## src/rtl/serial_operand_loader.sv

```systemverilog
// serial_operand_loader
// ---------------------
// Parallel-to-serial front end for the bit-serial adder. A WIDTH-bit operand
// pair and a carry-in are accepted through a valid/ready handshake. They are
// then presented LSB-first, one bit per clock, on ser_a/ser_b/ser_cin. While no
// word is being shifted, ser_rst holds the adder in reset so that its carry
// state is cleared between words.
//
// Optional feature: define SERIAL_LOADER_SUB_EN to enable subtraction. When
// in_sub is accepted high, ser_b carries ~in_b and the bit-0 carry-in is forced
// to 1, so the downstream adder computes A-B. Without the macro, in_sub is
// ignored.
//
// Parameters:
//   WIDTH      operand width in bits (2..32)
//
// Ports:
//   clk        system clock, rising-edge active
//   reset      asynchronous active-high reset
//   in_valid   operand word offered by the source
//   in_ready   loader can accept a word this cycle
//   in_a       operand A
//   in_b       operand B
//   in_cin     carry-in for the word
//   in_sub     subtract request (SERIAL_LOADER_SUB_EN builds only)
//   ser_a      serial A bit to the adder
//   ser_b      serial B bit to the adder
//   ser_cin    carry-in bit to the adder, nonzero only on bit 0
//   ser_rst    adder reset, high whenever no word is being shifted
//   ser_valid  ser_a/ser_b carry a live bit
//   ser_first  current bit is bit 0
//   ser_last   current bit is bit WIDTH-1
//   busy       word in flight (same as ser_valid)
module serial_operand_loader #(
  parameter int WIDTH = 4
) (
  input  logic             clk,
  input  logic             reset,
  input  logic             in_valid,
  output logic             in_ready,
  input  logic [WIDTH-1:0] in_a,
  input  logic [WIDTH-1:0] in_b,
  input  logic             in_cin,
  input  logic             in_sub,
  output logic             ser_a,
  output logic             ser_b,
  output logic             ser_cin,
  output logic             ser_rst,
  output logic             ser_valid,
  output logic             ser_first,
  output logic             ser_last,
  output logic             busy
);

  // One extra counter bit so the counter can hold WIDTH itself, which marks
  // the edge that ends the word, without ever wrapping.
  localparam int CW = $clog2(WIDTH) + 1;
  localparam logic [CW-1:0] CNT_END  = CW'(WIDTH);
  localparam logic [CW-1:0] CNT_LAST = CW'(WIDTH - 1);
  localparam logic [CW-1:0] CNT_ONE  = CW'(1);

  typedef enum logic {
    IDLE  = 1'b0,
    SHIFT = 1'b1
  } state_t;

  state_t           state_q, state_d;
  logic [CW-1:0]    cnt_q, cnt_d;
  logic [WIDTH-1:0] sha_q, sha_d;
  logic [WIDTH-1:0] shb_q, shb_d;
  logic             ready_q, ready_d;
  logic             ser_a_q, ser_a_d;
  logic             ser_b_q, ser_b_d;
  logic             ser_cin_q, ser_cin_d;
  logic             ser_rst_q, ser_rst_d;
  logic             ser_valid_q, ser_valid_d;
  logic             ser_first_q, ser_first_d;
  logic             ser_last_q, ser_last_d;

  // Operand B and carry-in as they will be shifted out. With subtraction
  // enabled, the in_sub decision is folded into the latched B bits and the
  // bit-0 carry at accept time. That is the only place in_sub matters, so no
  // separate flag register is needed.
  logic [WIDTH-1:0] b_eff;
  logic             cin_eff;

`ifdef SERIAL_LOADER_SUB_EN
  assign b_eff   = in_sub ? ~in_b : in_b;
  assign cin_eff = in_sub ? 1'b1 : in_cin;
`else
  logic unused_sub;
  assign unused_sub = in_sub;
  assign b_eff      = in_b;
  assign cin_eff    = in_cin;
`endif

  // State and output registers. Reset abandons any word in flight at once:
  // all serial outputs drop and the adder is held in reset. in_ready stays low
  // until the first edge after reset is released.
  always_ff @(posedge clk or posedge reset) begin
    if (reset) begin
      state_q     <= IDLE;
      cnt_q       <= '0;
      sha_q       <= '0;
      shb_q       <= '0;
      ready_q     <= 1'b0;
      ser_a_q     <= 1'b0;
      ser_b_q     <= 1'b0;
      ser_cin_q   <= 1'b0;
      ser_rst_q   <= 1'b1;
      ser_valid_q <= 1'b0;
      ser_first_q <= 1'b0;
      ser_last_q  <= 1'b0;
    end else begin
      state_q     <= state_d;
      cnt_q       <= cnt_d;
      sha_q       <= sha_d;
      shb_q       <= shb_d;
      ready_q     <= ready_d;
      ser_a_q     <= ser_a_d;
      ser_b_q     <= ser_b_d;
      ser_cin_q   <= ser_cin_d;
      ser_rst_q   <= ser_rst_d;
      ser_valid_q <= ser_valid_d;
      ser_first_q <= ser_first_d;
      ser_last_q  <= ser_last_d;
    end
  end

  // Next-state logic. Bit 0 is registered at the accept edge. The remaining
  // bits are taken from the LSB of the shift registers, which already hold the
  // operands pre-shifted by one. The counter holds the index of the bit being
  // registered. When it reaches WIDTH, the word has been fully emitted and the
  // edge returns the block to IDLE, giving at least one idle cycle with the
  // adder in reset before the next word.
  always_comb begin
    state_d     = state_q;
    cnt_d       = cnt_q;
    sha_d       = sha_q;
    shb_d       = shb_q;
    ready_d     = ready_q;
    ser_a_d     = ser_a_q;
    ser_b_d     = ser_b_q;
    ser_cin_d   = ser_cin_q;
    ser_rst_d   = ser_rst_q;
    ser_valid_d = ser_valid_q;
    ser_first_d = ser_first_q;
    ser_last_d  = ser_last_q;

    unique case (state_q)
      IDLE: begin
        ser_a_d     = 1'b0;
        ser_b_d     = 1'b0;
        ser_cin_d   = 1'b0;
        ser_rst_d   = 1'b1;
        ser_valid_d = 1'b0;
        ser_first_d = 1'b0;
        ser_last_d  = 1'b0;
        ready_d     = 1'b1;
        if (in_valid && ready_q) begin
          state_d     = SHIFT;
          cnt_d       = CNT_ONE;
          sha_d       = in_a >> 1;
          shb_d       = b_eff >> 1;
          ser_a_d     = in_a[0];
          ser_b_d     = b_eff[0];
          ser_cin_d   = cin_eff;
          ser_rst_d   = 1'b0;
          ser_valid_d = 1'b1;
          ser_first_d = 1'b1;
          ready_d     = 1'b0;
        end
      end

      SHIFT: begin
        ready_d = 1'b0;
        if (cnt_q == CNT_END) begin
          state_d     = IDLE;
          cnt_d       = '0;
          sha_d       = '0;
          shb_d       = '0;
          ser_a_d     = 1'b0;
          ser_b_d     = 1'b0;
          ser_cin_d   = 1'b0;
          ser_rst_d   = 1'b1;
          ser_valid_d = 1'b0;
          ser_first_d = 1'b0;
          ser_last_d  = 1'b0;
          ready_d     = 1'b1;
        end else begin
          cnt_d       = cnt_q + CNT_ONE;
          sha_d       = sha_q >> 1;
          shb_d       = shb_q >> 1;
          ser_a_d     = sha_q[0];
          ser_b_d     = shb_q[0];
          ser_cin_d   = 1'b0;
          ser_first_d = 1'b0;
          ser_last_d  = (cnt_q == CNT_LAST);
        end
      end

      default: begin
        state_d = IDLE;
      end
    endcase
  end

  assign in_ready  = ready_q;
  assign ser_a     = ser_a_q;
  assign ser_b     = ser_b_q;
  assign ser_cin   = ser_cin_q;
  assign ser_rst   = ser_rst_q;
  assign ser_valid = ser_valid_q;
  assign ser_first = ser_first_q;
  assign ser_last  = ser_last_q;
  assign busy      = ser_valid_q;

endmodule

```

## config.mk

```make
export PLATFORM = sky130hd
export DESIGN_NAME = serial_operand_loader
export DESIGN_NICKNAME = d
export VERILOG_FILES = /design/src/rtl/serial_operand_loader.sv
export SDC_FILE = /design/constraint.sdc
export NUM_CORES = 1
export LEC_CHECK = 0
export CELL_PAD_IN_SITES_DETAIL_PLACEMENT = 1
export CELL_PAD_IN_SITES_GLOBAL_PLACEMENT = 1
export CORE_MARGIN = 10
export CORE_UTILIZATION = 44
export CTS_BUF_LIST = sky130_fd_sc_hd__clkbuf_8
export CTS_CLUSTER_DIAMETER = 50
export DETAILED_ROUTE_END_ITERATION = 8
export DONT_BUFFER_PORTS = 1
export PLACE_DENSITY_LB_ADDON = 0.1
export RECOVER_POWER = 100
export SLEW_MARGIN = 10
export SYNTH_ARGS = -nofsm -noshare
export SYNTH_HDL_FRONTEND = slang
export SYNTH_SLANG_ARGS = --single-unit
```

## constraint.sdc

```tcl
create_clock -name clk -period 1.3 [get_ports clk]
set_clock_uncertainty 0.15 [all_clocks]
set_input_delay 0.26 -clock clk [delete_from_list [all_inputs] [get_ports clk]]
set_output_delay 0.26 -clock clk [all_outputs]
set_load 0.1 [all_outputs]
```

==> metrics.md <==
| Metric | Value |
|---|---|
| Failing checks | negative setup slack |
| H-tree levels | 1 |
| Setup CP Type | register to primary output |
| Critical path depth | 0 |
| Synthesis-stage register bit count | 18 |
| Max-cap check violation count | 0 |
| Hold EP | sha_q[2] |
| Fill cell total of the finished layout | between 150 and 200 |
| Slew Limit Headroom | around three fifths |
| RSZ-0062 raised after global routing | true |
| Area grow syn2layout | 38.24% |
| Tot GR Track Use | 9.982% |
| Hold Crit Class | primary input to register |
| Fin. Hold Viols | 0 |
| Syn avg cell area | approximately 12 um2 |
| CORE AREA | 1708 um2 |
| Die area | between 3000 and 4000 um2 |
| Cell Rows | 15 |
| Cells after DPL | 99 |
| Final cycle utilization of the critical path | 113.5% |
| Warnings, synthesis | 0 |
| Crit path arrival time | around 1.1 ns |
| Share of layout cells above drive strength 1 | just over 40% |
| CP Capture Type | primary output |
| Final #Nets | ~100 |
| DRC Markers | 0 |
| Slew @ Worst Pin | around 0.57 ns |
| Synth unique cells | 23 |
| Status | finished, violations left |
| Hold path startpoint | in_a[3] |
| Commonest non-fill, non-tap cells in the layout | dfrtp_1, nand2_1, buf_6 |
| Num CTS Buffers | 3 |
| Grt total ovfl | 0 |
| Mapped Area | about 780 um2 |
| Post-synth top area cell | dfrtp_1 |
| Fin. max-slew vios | 0 |
| CTS tree | done |
| Drt wl/cell | between 15 and 20 um |
| Pin count of the biggest net entering global routing | 19 |
| Hold depth | 2 |
| R2R setup slack | -0.08 ns |
| CP Launch Type | register |
| DRT Wirelength | between 1500 and 2000 um |
| Fin worst setup slack | -0.1759 ns |
| Antenna Cells | 0 |
| Layout Cells excl Fill | between 100 and 150 |
| Initial Utilization | between 40 and 50% |
| Root Driver | clkbuf_8 |
| Worst reg2reg path endpoint | ser_b |
| Die Span Y | slightly above 60 um |
| R2r startpoint | in_ready |
| Via count | 580 |
| Critical path peak fanout | 3 |
| Clock tree buffer depth | 2 |
| Top cells by area, synth | dfrtp_1, a2bb2oi_2, ha_1, nand2_1, o21bai_1 |
| # IOs | 22 |
| Syn nets | between 80 and 90 |
| First-pass GRT wire length | around 3100 um |
| Register Area | approximately 460 um2 |
| Final ANT Viol Nets | 0 |
| Area occupied by multi-input gates | around 350 um2 |
| Vias in the first global route | between 600 and 700 |
| Router iterations before antenna repair | 2 |
| Worst r2r path cells | 4 |
| Post-route minimum period | between 1 and 1.5 ns |
| Worst Path Required | 0.89 ns |
| Setup-failing EPs final | 16 |
| Highest Clock Rate | just under 700 MHz |
| Clk pin slew, worst setup/hold paths | 0.07 ns |
| Placer Congestion | between 0.7 and 0.8 |
| Iter 0 DRT Violations | 2 |
| Register area share after synthesis | 57.76% |
| PortBufs | 0 |
| Synthesized instance count | 65 |
| Clk Latency, worst-skew pair | roughly 0.25 ns |
| Die width | 62.16 um |
| Most common cell after layout, fill and taps aside | dfrtp_1 |
| Initial antenna violation count | 0 |
| Vias per cell | 5.321 |
| Clock sinks | 18 |
| Dpl hpwl | 1304 um |
| Yosys top cell area share | 54.40% |
==> through the flow <==
stage	worst slack (ns)	TNS (ns)	utilization, %	hold slack [ns]	instance area, um2
2_1_floorplan	0.006749	0	-	0.04788	807.0
3_3_place_gp	-0.07805	-0.3289	57.36	0.03136	979.7
3_5_place_dp	-0.1162	-0.7017	57.36	0.03244	979.7
4_1_cts	-0.1820	-0.6085	64.32	0.009420	1099
5_1_grt	-0.1957	-2.219	63.30	0.05480	1081
6_report	-0.1759	-1.154	63.30	0.02227	1081
==> layer usage <==
metal | GRT usage [%] | share of wire, % | routed length [um]
met1 | 10.58 | 39 | 706
met2 | 16.41 | 52 | 947
met3 | 3.763 | 7.2 | 131
met4 | 6.000 | 2.6 | 47
met5 | 0 | 0 | 0
==> what timing repair did <==
| action | CTS | global route |
|---|---|---|
| hold endpoints to repair | 21 | 0 |
| endpoints found under the setup margin | 17 | 16 |
| setup buffers | 2 | 0 |
| resized for setup | 6 | 10 |
| hold buffers | 4 | 0 |
| pin swaps | 8 | 7 |
==> logic make-up after synthesis <==
family                   share of synthesized area, %
AO/OA/AOI/OAI                                   22.40
adder cells (fa/ha/maj)                         4.801
buffers and inverters                           4.000
flip-flops                                      57.76
AND/OR/NAND/NOR                                 11.04
==> synth_stat cells (all sizes together) <==
master    n
dfrtp    17
nand2     9
inv       5
a2bb2oi   4
o21bai    4
a21oi     3
ha        3
nor2      3
a22o      2
and2      2
buf       2
nand3     2
o21ai     2
o22ai     2
a21bo     1
a21boi    1
a21o      1
dfstp     1
nand2b    1
==> state kept, by name, indices dropped and copies added, names as in the netlist <==
signal,flops
busy,1
cnt_q,3
in_ready,1
ser_a,1
ser_b,1
ser_cin,1
ser_first,1
ser_last,1
ser_rst,1
sha_q,3
shb_q,3
state_q,1
==> how the worst max path moves through the flow <==
stage / from / end / slack (ns)
after floorplan: ser_a / ser_a / 0.007
after global placement: cnt_q[0] / sha_q[1] / -0.08
after global routing: busy / busy / -0.20
final: busy / ser_valid / -0.18
after detailed placement: cnt_q[0] / sha_q[0] / -0.12
after CTS: busy / ser_valid / -0.18
==> cell type report <==
| class | count | area share (%) |
|---|---|---|
| inverters | 5 | 1.736 |
| multi-input cells | 40 | 32.52 |
| well taps | 25 | 2.894 |
| clock inverters | 1 | 0.3472 |
| flip-flops and latches | 18 | 42.48 |
| clock buffers | 3 | 3.819 |
| repair buffers | 17 | 16.20 |
Power is not shown: default switching activity piles up to over one toggle a cycle in this logic, so the estimate is an artifact.
==> variant 1: new RTL, config.mk and constraints unchanged <==
Set the parameter `WIDTH` to 8 (it was 4).
--- a/src/rtl/serial_operand_loader.sv
+++ b/src/rtl/serial_operand_loader.sv
@@ -32,7 +32,7 @@
 //   ser_last   current bit is bit WIDTH-1
 //   busy       word in flight (same as ser_valid)
 module serial_operand_loader #(
-  parameter int WIDTH = 4
+  parameter int WIDTH = 8
 ) (
   input  logic             clk,
   input  logic             reset,
Interface: changed (resized in_a and in_b); port bits go from 22 to 30. The function was not compared with the original's and may differ.
==> variant 1 against the unedited design <==
  * Highest routed layer unchanged
  * The run still ends with negative setup slack left
  * Critical path type is now reg -> reg
  * Synthesized area rose by 57%
  * Routed wire length is 120% higher
  * Sequential cell count up 9
  * Final area grew 79%
  * Worst setup slack lost 0.078 ns
==> variant 1: results (changes against the unedited design) <==
status: "finished, violations left"
violations: "negative setup slack"
cp.arrival_ns: 1.57  # +0.50 ns
vias: 1005  # +73%
pre_cts_ws_ns: -0.272  # -0.156 ns
reg2reg_depth: 8  # +4
drt_iter0_markers: 30  # +28
num_antenna_cells: 0  # unchanged
drt_first_pass_iters: 4  # +2
hold_path_end: "shb_q[0]"
drive_gt1_share_pct: 52.4  # +12 points
synth_area_leaders: "dfrtp_1, a211o_1, nor3b_1, and3_1, a22o_1"
top_regs: "sha_q: 7 flops, shb_q: 7 flops, cnt_q: 4 flops"
seq_area_frac_synth_pct: 55.3  # -2.5 points
yosysWarningCount: 0  # unchanged
grt_pass1_wl_mm: 6.04  # +92%
timing.rr.end: "ser_last"
finalSetupViolCount: 31  # +15
gp_congestion: 0.688  # -2.2%
grt_pass1_vias: 1140  # +76%
holdWs_ns: 0.141  # +0.119 ns
worst_pin_slew_ns: 0.662  # +0.0904 ns
synth_common_cells: "dfrtp_1, a211o_1, and3_1, nor3b_1"
nNetsFinal: 167  # +65%
synth_fp_nets: 128  # +58%
grt.total_usage_pct: 14.6  # +4.6 points
antenna_found_initial: 0  # unchanged
drt_wl_total_mm: 4.11  # +120%
grt_max_degree: 28  # +9
min-delay-start: "in_b[1]"
hpwl_mm: 2.13  # +63%
setup_slack_ns: -0.254  # -0.0776 ns
ys_types: 24  # +4.3%
r2r_start: "cnt_q[0]"
crit_path_max_fanout: 2  # -1
clk_latency_ns: 0.27  # +0.02 ns
clk_pin_slew_ns: 0.09  # +0.02 ns
## variant 1: cell types whose count changed after synthesis, sizes merged, moves of 2 or more
| cell | change |
|---|---|
| a2bb2oi | -4 |
| a211o | +12 |
| buf | +5 |
| nand2 | -4 |
| and3 | +12 |
| o22ai | -2 |
| a22o | +2 |
| nor3b | +12 |
| o21ai | +2 |
| o21bai | -4 |
| dfrtp | +9 |
## variant 1: metal layers
layer / global-route usage (%) / routed length, µm / share of wire, %
met1: 16.0 / 1680 / 41
met4: 6.54 / 76 / 1.9
met3: 5.58 / 212 / 5.2
met2: 24.3 / 2130 / 52
met5: 0 / 0 / 0
## variant 1: power by group through the flow
stage               Sequential, mW  Combinational (mW)  Clock, mW
CTS                           1.48                2.94      0.507
floorplan                     1.95                1.12          0
finish                        1.53                3.33      0.484
global placement              1.45                2.41          0
detailed placement            1.47                2.51          0
global route                  1.56                3.52      0.517
## variant 1: cell type report
type	count	area, µm²
Fill cell	252	771
Clock buffer	3	41.3
Sequential cell	27	684
Clock inverter	1	5.00
Timing Repair Buffer	40	475
Multi-Input combinational cell	68	679
Tap cell	31	38.8
Inverter	4	15.0
## variant 1: cells by family after synthesis
family	count (synthesis)	synth area share (%)
AO/OA/AOI/OAI	26	17.3
flip-flops	27	55.3
XOR/XNOR	1	0.715
adder cells (fa/ha/maj)	2	2.04
buffers and inverters	11	4.80
AND/OR/NAND/NOR	38	19.9
## variant 1: critical path: stages, from the launching register on
cell     delay [ns]
dfrtp_1        0.42
buf_4          0.15
buf_4          0.13
buf_6          0.11
ha_4           0.16
nand3_4        0.08
buf_4          0.11
buf_4          0.09
nor2_1         0.04
## variant 1: worst max path at each step
stage	endpoint	start
6_report	ser_last	cnt_q[0]
5_1_grt	ser_last	cnt_q[0]
4_1_cts	in_ready	in_ready
3_5_place_dp	sha_q[5]	cnt_q[1]
3_3_place_gp	shb_q[3]	cnt_q[1]
2_1_floorplan	shb_q[0]	in_ready
## variant 1: through the flow
stage,total power [mW],setup TNS [ns],util [%],area [µm²],instances
CTS,4.93,-3.36,67.9,1840,170
global placement,3.86,-3.14,57.3,1550,152
finish,5.34,-4.43,71.6,1940,174
floorplan,3.08,-3.72,-,1270,105
detailed placement,3.98,-3.88,57.3,1550,152
global route,5.60,-6.76,71.6,1940,174
## variant 1: repair_timing
action,4_1_cts,5_1_grt
hold buffers,7,0
endpoints found under the setup margin,25,32
pin swaps,24,15
endpoints found under the hold margin,32,0
cloned,1,0
setup buffers,6,4
resized for setup,27,17
==> variant 2: new RTL, config.mk and constraints unchanged <==
Made on the original files. Make the reset (`reset`) synchronous in one clocked block. Comments in the files are not updated.
--- a/src/rtl/serial_operand_loader.sv
+++ b/src/rtl/serial_operand_loader.sv
@@ -97,7 +97,7 @@
   // State and output registers. Reset abandons any word in flight at once:
   // all serial outputs drop and the adder is held in reset. in_ready stays low
   // until the first edge after reset is released.
-  always_ff @(posedge clk or posedge reset) begin
+  always_ff @(posedge clk) begin
     if (reset) begin
       state_q     <= IDLE;
       cnt_q       <= '0;
Function: differs if reset is asserted again (counterexample within 4 cycles, from zero or initial values and one cycle with reset high); with reset held inactive, the same outputs for 10 cycles.
==> variant 2 against the unedited design <==
  * The flow finishes with violations (negative hold slack, negative setup slack)
  * Sequential share of layout area decreased by 7.0 points
  * Via count increased by 1.7%
  * Synthesized cell count increased by 9.2%
  * Sequential cell count unchanged
  * Worst setup slack improved by 0.11 ns
  * Hold slack got worse by 0.11 ns
  * Synthesized area decreased by 11%
  * Routed wire length increased by 11%
  * Global-route usage increased by 2.4 points
  * Final area decreased by 0.93%
  * Largest cell class is now multi-input gates
  * Highest routed layer unchanged
==> variant 2: results (changes against the unedited design) <==
status: "finished, violations left"
violations: "negative hold slack, negative setup slack"
seq_area_frac_synth_pct: 52.0  # -5.8 points
drive_gt1_share_pct: 56.5  # +16 points
pre_cts_ws_ns: -0.0901  # +0.0260 ns
holdWs_ns: -0.0875  # -0.110 ns
placed_cells: 92  # -7.1%
setup_slack_ns: -0.0646  # +0.111 ns
grt.total_usage_pct: 12.4  # +2.4 points
syn_area_per_cell_um2: 9.76  # -19%
whs_path_depth: 1  # -1
synth_fp_nets: 87  # +7.4%
finalHoldViolations: 17  # +17
synth_top_flop_cell: "dfxtp_1"
cp.arrival_ns: 1.39  # +0.32 ns
synth_common_cells: "dfxtp_1, nor2_1, a22oi_1, nor3_1"
reg2reg_depth: 5  # +1
multi_input_area_share_pct: 37.1  # +4.6 points
vias: 590  # +1.7%
synth_area_leaders: "dfxtp_1, nor2_1, a22oi_1, ha_1, a221oi_1"
cts_hold_buf: 1  # -3
finalSetupViolCount: 9  # -7
seq_cells: 18  # unchanged
num-fill-cells: 137  # -21%
nNetsFinal: 102  # +0.99%
nClkBuffers: 4  # +1
ys_types: 21  # -8.7%
fp.dieW_um: 59.7  # -4.0%
post_drt_wl_per_cell_um: 20.1  # +20%
async_flop_share_pct: 0  # -100 points
grt_max_degree: 18  # -1
slew_headroom_pct: 78.4  # +16 points
hpwl_mm: 1.17  # -11%
critPathLaunch: "cnt_q[1]"
seq_area_share_pct: 35.5  # -7.0 points
clkCellAreaFrac_pct: 5.14  # +0.97 points
-- variant 2: worst register-to-register path, cell delays in order (launching register included) --
cell and delay (ns):
dfxtp_2 0.35, inv_2 0.05, ha_4 0.17, a21boi_4 0.28, a221oi_2 0.10, nor3_1 0.19
-- variant 2: cells by family after synthesis --
| logic type | after synthesis | share of synthesized area, % |
|---|---|---|
| DFF | 18 | 52.0 |
| AOI/OAI and AO/OA | 19 | 21.7 |
| and+or+nand+nor | 23 | 16.1 |
| adders and majority gates | 3 | 5.42 |
| buffers and inverters | 8 | 4.87 |
-- variant 2: timing repair --
action / CTS / global route
setup buffers: 4 / 0
endpoints found under the hold margin: 18 / 17
gates resized for setup: 13 / 10
pin swaps: 8 / 7
endpoints found under the setup margin: 9 / 14
-- variant 2: metal layers --
layer / GRT usage, % / wire (µm)
met1: 14.7 / 794
met2: 19.7 / 1070
met3: 5.08 / 148
met4: 3.85 / 20
met5: 0 / 0
